`src/rtl/fewcore_pkg.sv`:
```
// Shared load/store decode constants and LSU state encoding.
// Execute's load decode also uses the opcode and funct3 constants defined here.
package fewcore_pkg;

    localparam logic [6:0] OP_LOAD  = 7'b0000011;
    localparam logic [6:0] OP_STORE = 7'b0100011;

    localparam logic [2:0] F3_B  = 3'b000;
    localparam logic [2:0] F3_H  = 3'b001;
    localparam logic [2:0] F3_W  = 3'b010;
    localparam logic [2:0] F3_BU = 3'b100;
    localparam logic [2:0] F3_HU = 3'b101;

    typedef enum logic [1:0] {
        IDLE = 2'd0,
        REQ  = 2'd1,
        DONE = 2'd2
    } lsu_state_t;

    function automatic logic f3_valid(input logic is_store, input logic [2:0] f3);
        if (is_store) begin
            return (f3 == F3_B) || (f3 == F3_H) || (f3 == F3_W);
        end
        return (f3 == F3_B) || (f3 == F3_H) || (f3 == F3_W) ||
               (f3 == F3_BU) || (f3 == F3_HU);
    endfunction

    // size: 00 byte, 01 half, 1x word
    function automatic logic is_aligned(input logic [1:0] size, input logic [1:0] off);
        case (size)
            2'b00:   return 1'b1;
            2'b01:   return ~off[0];
            default: return (off == 2'b00);
        endcase
    endfunction

endpackage

```
`src/rtl/lsu_lane_align.sv`:
```
// Byte-lane steering: store mask/replication and load shift (addressed byte to [31:24]).
// Lane 3 holds offset 0 (big-lane-first).
module lsu_lane_align
    import fewcore_pkg::*;
(
    input  logic        is_store_i,
    input  logic [1:0]  size_i,
    input  logic [1:0]  offset_i,
    input  logic [31:0] store_data_i,
    input  logic [1:0]  rd_offset_i,
    input  logic [31:0] rdata_i,
    output logic [3:0]  wmask_o,
    output logic [31:0] wdata_o,
    output logic [31:0] rdata_shift_o
);

    always_comb begin
        wmask_o = 4'b0000;
        wdata_o = store_data_i;
        case (size_i)
            2'b00: begin
                wmask_o = 4'b1000 >> offset_i;
                wdata_o = {4{store_data_i[7:0]}};
            end
            2'b01: begin
                wmask_o = 4'b1100 >> offset_i;
                wdata_o = {2{store_data_i[15:0]}};
            end
            default: begin
                wmask_o = 4'b1111;
                wdata_o = store_data_i;
            end
        endcase
        if (!is_store_i) begin
            wmask_o = 4'b0000;
        end
    end

    assign rdata_shift_o = rdata_i << {rd_offset_i, 3'b000};

endmodule

```
`src/rtl/lsu_ctrl.sv`:
```
// Load/store sequencer: decode, alignment check, handshaked memory request and no-ack watchdog.
//  state | meaning
//  IDLE  | waiting for a valid aligned load/store in EX
//  REQ   | mem_req high, payload held, waiting for mem_ack or watchdog
//  DONE  | one cycle: EX retires, load_data valid
module lsu_ctrl
    import fewcore_pkg::*;
#(
    parameter int XLEN    = 32,
    parameter int TIMEOUT = 255
) (
    input  logic            clk,
    input  logic            reset,
    input  logic            ex_valid,
    input  logic [11:0]     operation,
    input  logic [XLEN-1:0] addr,
    input  logic [XLEN-1:0] store_data,
    output logic            stall,
    output logic [XLEN-1:0] load_data,
    output logic            misaligned,
    output logic            bus_err,
    output logic            mem_req,
    output logic            mem_we,
    output logic [XLEN-1:0] mem_addr,
    output logic [31:0]     mem_wdata,
    output logic [3:0]      mem_wmask,
    input  logic            mem_ack,
    input  logic [31:0]     mem_rdata
);

    localparam logic [7:0] TIMEOUT_CNT = 8'(TIMEOUT);

    logic [6:0] opcode;
    logic [2:0] funct3;
    logic       unused_funct_hi;
    logic       is_load_op;
    logic       is_store_op;
    logic       mem_op;
    logic       aligned;
    logic       start;
    logic       misal_det;

    logic [3:0]  al_wmask;
    logic [31:0] al_wdata;
    logic [31:0] rd_shift;

    lsu_state_t      state_q, state_d;
    logic [7:0]      cnt_q, cnt_d;
    logic            we_q, we_d;
    logic [XLEN-1:0] addr_q, addr_d;
    logic [31:0]     wdata_q, wdata_d;
    logic [3:0]      wmask_q, wmask_d;
    logic [1:0]      off_q, off_d;
    logic [XLEN-1:0] load_data_q, load_data_d;
    logic            misal_q, misal_d;
    logic            bus_err_q, bus_err_d;

    assign opcode          = operation[6:0];
    assign funct3          = operation[9:7];
    assign unused_funct_hi = ^operation[11:10];

    assign is_load_op  = (opcode == OP_LOAD)  && f3_valid(1'b0, funct3);
    assign is_store_op = (opcode == OP_STORE) && f3_valid(1'b1, funct3);
    assign mem_op      = ex_valid && (is_load_op || is_store_op);
    assign aligned     = is_aligned(funct3[1:0], addr[1:0]);
    assign start       = mem_op && (state_q == IDLE) && aligned;
    assign misal_det   = mem_op && (state_q == IDLE) && !aligned;

    lsu_lane_align u_align (
        .is_store_i    (is_store_op),
        .size_i        (funct3[1:0]),
        .offset_i      (addr[1:0]),
        .store_data_i  (store_data[31:0]),
        .rd_offset_i   (off_q),
        .rdata_i       (mem_rdata),
        .wmask_o       (al_wmask),
        .wdata_o       (al_wdata),
        .rdata_shift_o (rd_shift)
    );

    always_comb begin
        state_d     = state_q;
        cnt_d       = cnt_q;
        we_d        = we_q;
        addr_d      = addr_q;
        wdata_d     = wdata_q;
        wmask_d     = wmask_q;
        off_d       = off_q;
        load_data_d = load_data_q;
        misal_d     = misal_det;
        bus_err_d   = 1'b0;
        case (state_q)
            IDLE: begin
                cnt_d = 8'd0;
                if (start) begin
                    state_d = REQ;
                    // counter holds the index of the current REQ cycle, starting at 1
                    cnt_d   = 8'd1;
                    we_d    = is_store_op;
                    addr_d  = {addr[XLEN-1:2], 2'b00};
                    wdata_d = al_wdata;
                    wmask_d = al_wmask;
                    off_d   = addr[1:0];
                end
            end
            REQ: begin
                if (mem_ack) begin
                    state_d = DONE;
                    if (!we_q) begin
                        load_data_d = XLEN'(rd_shift);
                    end
                end else if (cnt_q == TIMEOUT_CNT) begin
                    state_d     = DONE;
                    bus_err_d   = 1'b1;
                    load_data_d = '0;
                end else begin
                    cnt_d = cnt_q + 8'd1;
                end
            end
            DONE: begin
                state_d = IDLE;
            end
            default: begin
                state_d = IDLE;
            end
        endcase
    end

    always_ff @(posedge clk) begin
        if (reset) begin
            state_q     <= IDLE;
            cnt_q       <= 8'd0;
            we_q        <= 1'b0;
            addr_q      <= '0;
            wdata_q     <= 32'd0;
            wmask_q     <= 4'd0;
            off_q       <= 2'd0;
            load_data_q <= '0;
            misal_q     <= 1'b0;
            bus_err_q   <= 1'b0;
        end else begin
            state_q     <= state_d;
            cnt_q       <= cnt_d;
            we_q        <= we_d;
            addr_q      <= addr_d;
            wdata_q     <= wdata_d;
            wmask_q     <= wmask_d;
            off_q       <= off_d;
            load_data_q <= load_data_d;
            misal_q     <= misal_d;
            bus_err_q   <= bus_err_d;
        end
    end

    assign stall      = start || (state_q == REQ);
    assign mem_req    = (state_q == REQ);
    assign mem_we     = we_q;
    assign mem_addr   = addr_q;
    assign mem_wdata  = wdata_q;
    assign mem_wmask  = wmask_q;
    assign load_data  = load_data_q;
    assign misaligned = misal_q;
    assign bus_err    = bus_err_q;

endmodule
```
`config.mk`:
```
export PLATFORM = sky130hd
export DESIGN_NAME = lsu_ctrl
export DESIGN_NICKNAME = d
export VERILOG_FILES = /design/src/rtl/fewcore_pkg.sv /design/src/rtl/lsu_lane_align.sv /design/src/rtl/lsu_ctrl.sv
export SDC_FILE = /design/constraint.sdc
export NUM_CORES = 1
export LEC_CHECK = 0
export ABC_AREA = 1
export CELL_PAD_IN_SITES_DETAIL_PLACEMENT = 0
export CELL_PAD_IN_SITES_GLOBAL_PLACEMENT = 1
export CORE_MARGIN = 5
export CORE_UTILIZATION = 33
export CTS_CLUSTER_DIAMETER = 50
export DETAILED_ROUTE_END_ITERATION = 12
export PLACE_DENSITY_LB_ADDON = 0.1
export SYNTH_ARGS = -nofsm -noshare
export SYNTH_HDL_FRONTEND = slang
export SYNTH_HIERARCHICAL = 1
export SYNTH_SLANG_ARGS = --single-unit
```
`constraint.sdc`:
```
create_clock -name clk -period 2.6 [get_ports clk]
set_input_delay 0.52 -clock clk [delete_from_list [all_inputs] [get_ports clk]]
set_output_delay 0.52 -clock clk [all_outputs]
set_load 0.05 [all_outputs]
```
==> results.md, run 1 <==
- Detail-routed net length per standard cell: 16.25 µm
- CTS buffer count: 17
- List of most frequent post-synthesis cells: 198 x sky130_fd_sc_hd__nand2_1, 117 x sky130_fd_sc_hd__a21oi_1, 113 x sky130_fd_sc_hd__dfxtp_1, 69 x sky130_fd_sc_hd__nand4_1, 42 x sky130_fd_sc_hd__nor2_1
- Maximum number of pins on one net before global-route repair: between 70 and 80
- Data required time at the worst endpoint: ~2.1 ns
- Total DRC errors in the routed layout: 0
- Wirelength, routed: 19100 µm
- TritonCTS clock tree: yes
- Effective utilization at floorplan: ~33%
- Period utilisation layout: 93.18%
- Worst flop-to-flop path startpoint: cnt_q[0]
- Ranking of synthesized cells by area: sky130_fd_sc_hd__dfxtp_1 41%, sky130_fd_sc_hd__nand2_1 14%, sky130_fd_sc_hd__a21oi_1 11%
- Maximum clock insertion buffer count: 2
- Number of sinks handled by clock tree synthesis: roughly 110
- Maximum fanout encountered on the critical timing path: 4
- Hold Fails Final Rpt: 0
- Die span in y: 138.9 µm
- Final number of max-transition violations: 0
- Fin area: 0.008308 mm²
- Critical path start-end classification: in2out
- Worst r2r path cells: 8
- Number of buffers inserted by port buffering: 212
- Wire length of the first global-routing pass: around 30000 µm
- Area of the core: 0.01641 mm²
- Total of max-cap violations: 0
- Total standard cell area after synthesis: 0.005479 mm²
- Congestion Overflow GR: 0
- Final Skew: 0.007928 ns
- Critical register-to-register path endpoint: load_data[10]
- End point of the critical path: stall
- FP Rows: 47
- Clock tree root buffer cell: sky130_fd_sc_hd__clkbuf_16
- I/O pin cnt: 217
- Routability Congestion: 0.7973
- Via count of the first global-routing pass: 5706
- Setup crit start: operation[7]
- Number of warnings reported in the yosys synthesis log: 6
- Aggregate negative setup slack: 0 ns
- Count of final setup violators: 0
- Maximum level of the CTS H-tree: 4
- Final antenna diode count: 0
- First-iteration detailed-routing DRC count: 377
- Global-route total usage across every layer: 19.09%
- Cell type contributing the most total cell area after synthesis: sky130_fd_sc_hd__dfxtp_1
- Detailed-route vias per instance: 5.002
- CTS Hold Buffers Added: 0
- Peak clock frequency supported by timing: a little over 400 MHz
- Type of origin of the critical path: primary input
- Pwr Density: 593.5 mW/mm²
- Post-CTS Setup Inserts: 0
- Final net count: 1055
- Critical Path End Type: output pin
- Outcome: finished clean
- Remaining antenna violation count: 0
- Total instance count after detailed placement: 1143
- Count of non-filler cells in the finished layout: 1175
- Worst ir drop on vdd: 0.4235 mV
- Leading cell type by number of instances after synthesis: sky130_fd_sc_hd__nand2_1
- Worst-case hold slack: roughly 0.38 ns
- Register clock-pin slew on the reported worst setup and hold paths: 0.05 ns
- Overall via count from detail_route: a little under 6000
- Synth top area share: 41.29%
- Die footprint: 0.01928 mm²
- Post-cts gate resize count: 0
- Number of enable flip-flop cells after synthesis: 0
- Internal reg-to-reg setup slack: just under 0.8 ns
- HPWL after detailed placement: 13320 µm
- Layout area overhead: 51.63%
- Setup repair after global routing missed its margin: no
- Path class of the lowest-slack min-delay path: in2reg
- Fraction of layout instances using a drive strength above 1: under 10%
- WP data arrival: 1.90 ns
- Post-synthesis area per instance: ~7 µm²
- Clk Latency, worst-skew pair: approximately 0.41 ns
- Number of distinct library cells after synthesis: 31
- Leakage power of the design: 3.064 nW
- Flop and latch count out of synthesis: 113
- Sequential-to-total area share from yosys stat: 41.29%
- Initial antenna violation count: 0
- Util after Layout: 50.64%
- Post-placement cell area: 0.007609 mm²
- Pre-Repair DR Iteration Count: 5
- Worst max-slew margin expressed relative to the limit: 49.47%
- Shortest clock period the worst path allows after layout: 2.423 ns
- Asr flop ratio synth: 0%
- Most common flop cell mapped by yosys: sky130_fd_sc_hd__dfxtp_1
- Die width: 138.9 µm
- Transition time of the tightest slew-check pin: 0.7580 ns
- Post-synthesis instance total: 767
## power by group
| part | switching [W] | internal (W) |
|---|---|---|
| sequential | 0.00000113 | 0.00173 |
| clock | 0.000847 | 0.00192 |
| combinational | 0.000222 | 0.000211 |
| total | 0.00107 | 0.00386 |
## area by class of cell
| cell class | count | area (µm²) |
|---|---|---|
| clock inverter | 14 | 260.3 |
| inverter | 30 | 115.1 |
| timing repair buffer | 229 | 2292 |
| fill | 1595 | 8099 |
| multi-input combinational | 551 | 2664 |
| clock buffer | 18 | 439.2 |
| tap | 220 | 275.3 |
| sequential | 113 | 2262 |
## critical path: stages
cell and delay (ns):
sky130_fd_sc_hd__clkdlybuf4s50_1 0.52, sky130_fd_sc_hd__nand2_1 0.12, sky130_fd_sc_hd__nand3_1 0.12, sky130_fd_sc_hd__nor2_4 0.16, sky130_fd_sc_hd__nand3_2 0.16, sky130_fd_sc_hd__nand2_1 0.16, sky130_fd_sc_hd__buf_12 0.15
## sequential cells by signal (all words and copies together) (netlist names)
name	count
mem_wdata	32
off_q	2
mem_wmask	4
load_data	32
bus_err	1
mem_we	1
misaligned	1
cnt_q	8
mem_addr	30
state_q	2
## worst min path at each step
stage	endpoint	cells past startpoint	slack [ns]	from
floorplan	off_q[0]	2	0.45	off_q[0]
global placement	mem_addr[4]	2	0.45	mem_addr[4]
detailed placement	mem_addr[12]	2	0.45	mem_addr[12]
CTS	cnt_q[7]	2	0.36	reset
global route	cnt_q[7]	2	0.38	reset
finish	cnt_q[7]	2	0.38	reset
## per-layer routing
| metal | part of all wire, % | routed length [µm] | track usage [%] | vias up |
|---|---|---|---|---|
| li1 | - | - | - | 2972 |
| met1 | 45 | 8553 | 24.06 | 2663 |
| met2 | 45 | 8609 | 29.76 | 211 |
| met3 | 7.7 | 1473 | 7.517 | 31 |
| met4 | 2.4 | 462 | 6.746 | 0 |
| met5 | 0 | 0 | 0 | - |
## layout by cell type (no fill, tap or decap)
| cell | netlist | layout |
|---|---|---|
| sky130_fd_sc_hd__a22oi_1 | 6 | 6 |
| sky130_fd_sc_hd__or2_2 | 9 | 9 |
| sky130_fd_sc_hd__or2_0 | 3 | 3 |
| sky130_fd_sc_hd__nor3_1 | 1 | 1 |
| sky130_fd_sc_hd__buf_2 | 24 | 1 |
| sky130_fd_sc_hd__a21boi_0 | 1 | 1 |
| sky130_fd_sc_hd__nand4_1 | 69 | 69 |
| sky130_fd_sc_hd__ha_1 | 1 | 1 |
| sky130_fd_sc_hd__clkinv_2 | 0 | 2 |
| sky130_fd_sc_hd__clkbuf_16 | 0 | 17 |
| sky130_fd_sc_hd__nand2_1 | 198 | 198 |
| sky130_fd_sc_hd__a21oi_1 | 117 | 117 |
| sky130_fd_sc_hd__nand3_2 | 1 | 1 |
| sky130_fd_sc_hd__clkdlybuf4s50_1 | 0 | 210 |
| sky130_fd_sc_hd__clkbuf_8 | 0 | 1 |
| sky130_fd_sc_hd__nand3_1 | 13 | 13 |
| sky130_fd_sc_hd__o22ai_4 | 1 | 1 |
| sky130_fd_sc_hd__nor2_2 | 4 | 3 |
| sky130_fd_sc_hd__buf_4 | 16 | 14 |
| sky130_fd_sc_hd__o211ai_1 | 14 | 14 |
| sky130_fd_sc_hd__clkinv_4 | 0 | 2 |
| sky130_fd_sc_hd__bufinv_16 | 0 | 7 |
| sky130_fd_sc_hd__dfxtp_1 | 113 | 113 |
| sky130_fd_sc_hd__nor2_4 | 2 | 3 |
| sky130_fd_sc_hd__o21ai_1 | 37 | 37 |
| sky130_fd_sc_hd__inv_1 | 27 | 27 |
| sky130_fd_sc_hd__nor2_1 | 42 | 42 |
| sky130_fd_sc_hd__inv_2 | 2 | 2 |
| sky130_fd_sc_hd__nand2_2 | 2 | 2 |
| sky130_fd_sc_hd__inv_4 | 1 | 1 |
| sky130_fd_sc_hd__buf_12 | 0 | 4 |
| sky130_fd_sc_hd__clkinvlp_4 | 0 | 3 |
| sky130_fd_sc_hd__conb_1 | 1 | 2 |
| sky130_fd_sc_hd__o21ai_0 | 26 | 26 |
| sky130_fd_sc_hd__and3_1 | 2 | 2 |
## kinds of logic after synthesis
family          Yosys count  synth area share, %
compound gates          202                19.68
fa+ha+maj                 1               0.2283
flops                   113                41.29
buf+inv                 104                10.25
other cells               1              0.06844
simple gates            346                28.48
## per-stage QoR
stage	setup slack [ns]	power, W
floorplan	0.4900	0.001977
global placement	0.1625	0.002204
detailed placement	0.1403	0.002204
CTS	0.1393	0.004983
global route	0.08106	0.005101
finish	0.1775	0.004931
Power figures use the tool's default switching activity.
==> inputs of run 2 (changes only) <==
TNS_END_PERCENT = 10   (was default)
clock period = 3 ns   (was 2.6 ns; I/O delays follow)
==> results.md, run 2 (synthesized netlist as in run 1, its figures left out) <==
- Util after Layout: 49.56% (-1.1 points)
- Clk Latency, worst-skew pair: 0.41 ns (about the same)
- CTS buffer count: 17 (unchanged)
- Maximum level of the CTS H-tree: 4 (unchanged)
- Die footprint: 0.01928 mm² (unchanged)
- Transition time of the tightest slew-check pin: 0.8236 ns (+0.06568 ns)
- Period utilisation layout: 88.50%
- Worst max-slew margin expressed relative to the limit: 45.09% (-4.4 points)
- Setup repair after global routing missed its margin: no
- Post-Place Worst Slack: 0.3294 ns (+0.1891 ns)
- Critical Path End Type: output pin
- Post-CTS Setup Inserts: 0 (unchanged)
- Die width: 138.9 µm (unchanged)
- FP Rows: 47 (unchanged)
- Register clock-pin slew on the reported worst setup and hold paths: 0.05 ns (about the same)
- Final net count: 1051 (-0.38%)
- Wire length of the first global-routing pass: 29840 µm (-0.37%)
- Hold Fails Final Rpt: 0 (unchanged)
- Leakage power of the design: 2.988 nW (-2.5%)
- Most common cell after layout, fill and taps aside: sky130_fd_sc_hd__clkdlybuf4s50_1
- I/O pin cnt: 217 (unchanged)
- Final antenna diode count: 0 (unchanged)
- Maximum fanout encountered on the critical timing path: 7 (+3)
- Layout area overhead: 48.41%
- Detailed-route vias per instance: 5.003 (about the same)
- Maximum number of pins on one net before global-route repair: 76 (+4.1%)
- Wirelength, routed: 19090 µm (about the same)
- Via count of the first global-routing pass: 5630 (-1.3%)
- Setup crit start: operation[7]
- Type of origin of the critical path: primary input
- Congestion Overflow GR: 0 (unchanged)
- Total of max-cap violations: 0 (unchanged)
- Total DRC errors in the routed layout: 0 (unchanged)
- Final Skew: 0.007340 ns (-0.0005881 ns)
- HPWL after detailed placement: 13270 µm (-0.37%)
- Clock tree root buffer cell: sky130_fd_sc_hd__clkbuf_16
- Number of sinks handled by clock tree synthesis: 113 (unchanged)
- Area of the core: 0.01641 mm² (unchanged)
- Post-cts gate resize count: 0 (unchanged)
- Final setup slack of the worst path: 0.3451 ns (+0.1677 ns)
- Min-delay src: mem_wmask[3]
- Number of buffers inserted by port buffering: 212 (unchanged)
- Most frequent cells in the layout: 210 x sky130_fd_sc_hd__clkdlybuf4s50_1, 198 x sky130_fd_sc_hd__nand2_1, 117 x sky130_fd_sc_hd__a21oi_1
- Initial antenna violation count: 0 (unchanged)
- Count of final setup violators: 0 (unchanged)
- Worst flop-to-flop path startpoint: cnt_q[0]
- Critical path start-end classification: in2out
- Worst-case hold slack: 0.4600 ns (+0.08479 ns)
- Overall via count from detail_route: 5854 (-0.39%)
- Routability Congestion: 0.8132 (+2.0%)
- Effective utilization at floorplan: 33.39% (unchanged)
- Remaining antenna violation count: 0 (unchanged)
- TritonCTS clock tree: yes
- Worst ir drop on vdd: 0.3607 mV (-15%)
- Outcome: finished clean
- Global-route total usage across every layer: 18.93% (-0.16 points)
- Shortest clock period the worst path allows after layout: 2.655 ns
- Peak clock frequency supported by timing: 376.7 MHz
- Data required time at the worst endpoint: 2.40 ns (+0.32 ns)
- Pre-Repair DR Iteration Count: 6 (+1)
- CTS Hold Buffers Added: 0 (unchanged)
- First-iteration detailed-routing DRC count: 392 (+4.0%)
- Die span in y: 138.9 µm (unchanged)
- WP data arrival: 2.05 ns (+0.15 ns)
- Final number of max-transition violations: 0 (unchanged)
- Detail-routed net length per standard cell: 16.32 µm (+0.40%)
- Pwr Density: 470.8 mW/mm² (-21%)
- Maximum clock insertion buffer count: 2 (unchanged)
- Aggregate negative setup slack: 0 ns (unchanged)
- Fraction of layout instances using a drive strength above 1: 6.632% (-1.0 points)
- Path class of the lowest-slack min-delay path: reg2reg
[run 2: changes by cell type in the layout (fill, tap and decap cells not counted), sizes merged]
cell      previous run  this run
buf                 19        15
bufinv               7         2
clkbuf              18        25
clkinvlp             3         0
[run 2: worst max-delay path: stages]
cell	delay, ns
sky130_fd_sc_hd__clkdlybuf4s50_1	0.57
sky130_fd_sc_hd__nand2_1	0.14
sky130_fd_sc_hd__nand3_1	0.11
sky130_fd_sc_hd__nor2_4	0.16
sky130_fd_sc_hd__nand3_2	0.16
sky130_fd_sc_hd__nand2_1	0.16
sky130_fd_sc_hd__buf_12	0.15
[run 2: cell type report]
type | count | area [µm²]
Inverter | 30 | 115.1
Clock inverter | 6 | 80.08
Tap cell | 220 | 275.3
Sequential cell | 113 | 2262
Multi-Input combinational cell | 551 | 2664
Timing Repair Buffer | 225 | 2250
Clock buffer | 25 | 485.5
Fill cell | 1613 | 8275
[run 2: metrics by stage]
step | total power [W] | std cells | area, µm²
2_1_floorplan | 0.001713 | 768 | 5483
3_3_place_gp | 0.001906 | 1139 | 7566
3_5_place_dp | 0.001904 | 1139 | 7566
4_1_cts | 0.003872 | 1170 | 8132
5_1_grt | 0.003962 | 1170 | 8132
6_report | 0.003828 | 1170 | 8132
[run 2: final timing paths]
check                  end  slack (ns)  depth (start not counted)
max                  stall        0.35                          7
min           mem_wmask[3]        0.46                          2
max reg2reg  load_data[11]        1.07                          8
min reg2reg   mem_wmask[3]        0.46                          2
[run 2: where the power goes]
part / total [W] / switching, W / internal [W]
registers: 0.00151 / 0.00000101 / 0.00150
logic: 0.000370 / 0.000193 / 0.000177
clock network: 0.00195 / 0.000676 / 0.00128
total: 0.00383 / 0.000870 / 0.00296
[run 2: per-layer routing]
| metal | vias to the layer above | wire length [µm] | GRT usage, % |
|---|---|---|---|
| li1 | 2949 | - | - |
| met1 | 2682 | 8479 | 23.94 |
| met2 | 203 | 8835 | 30.96 |
| met3 | 20 | 1532 | 6.241 |
| met4 | 0 | 245 | 5.407 |
| met5 | - | 0 | 0 |
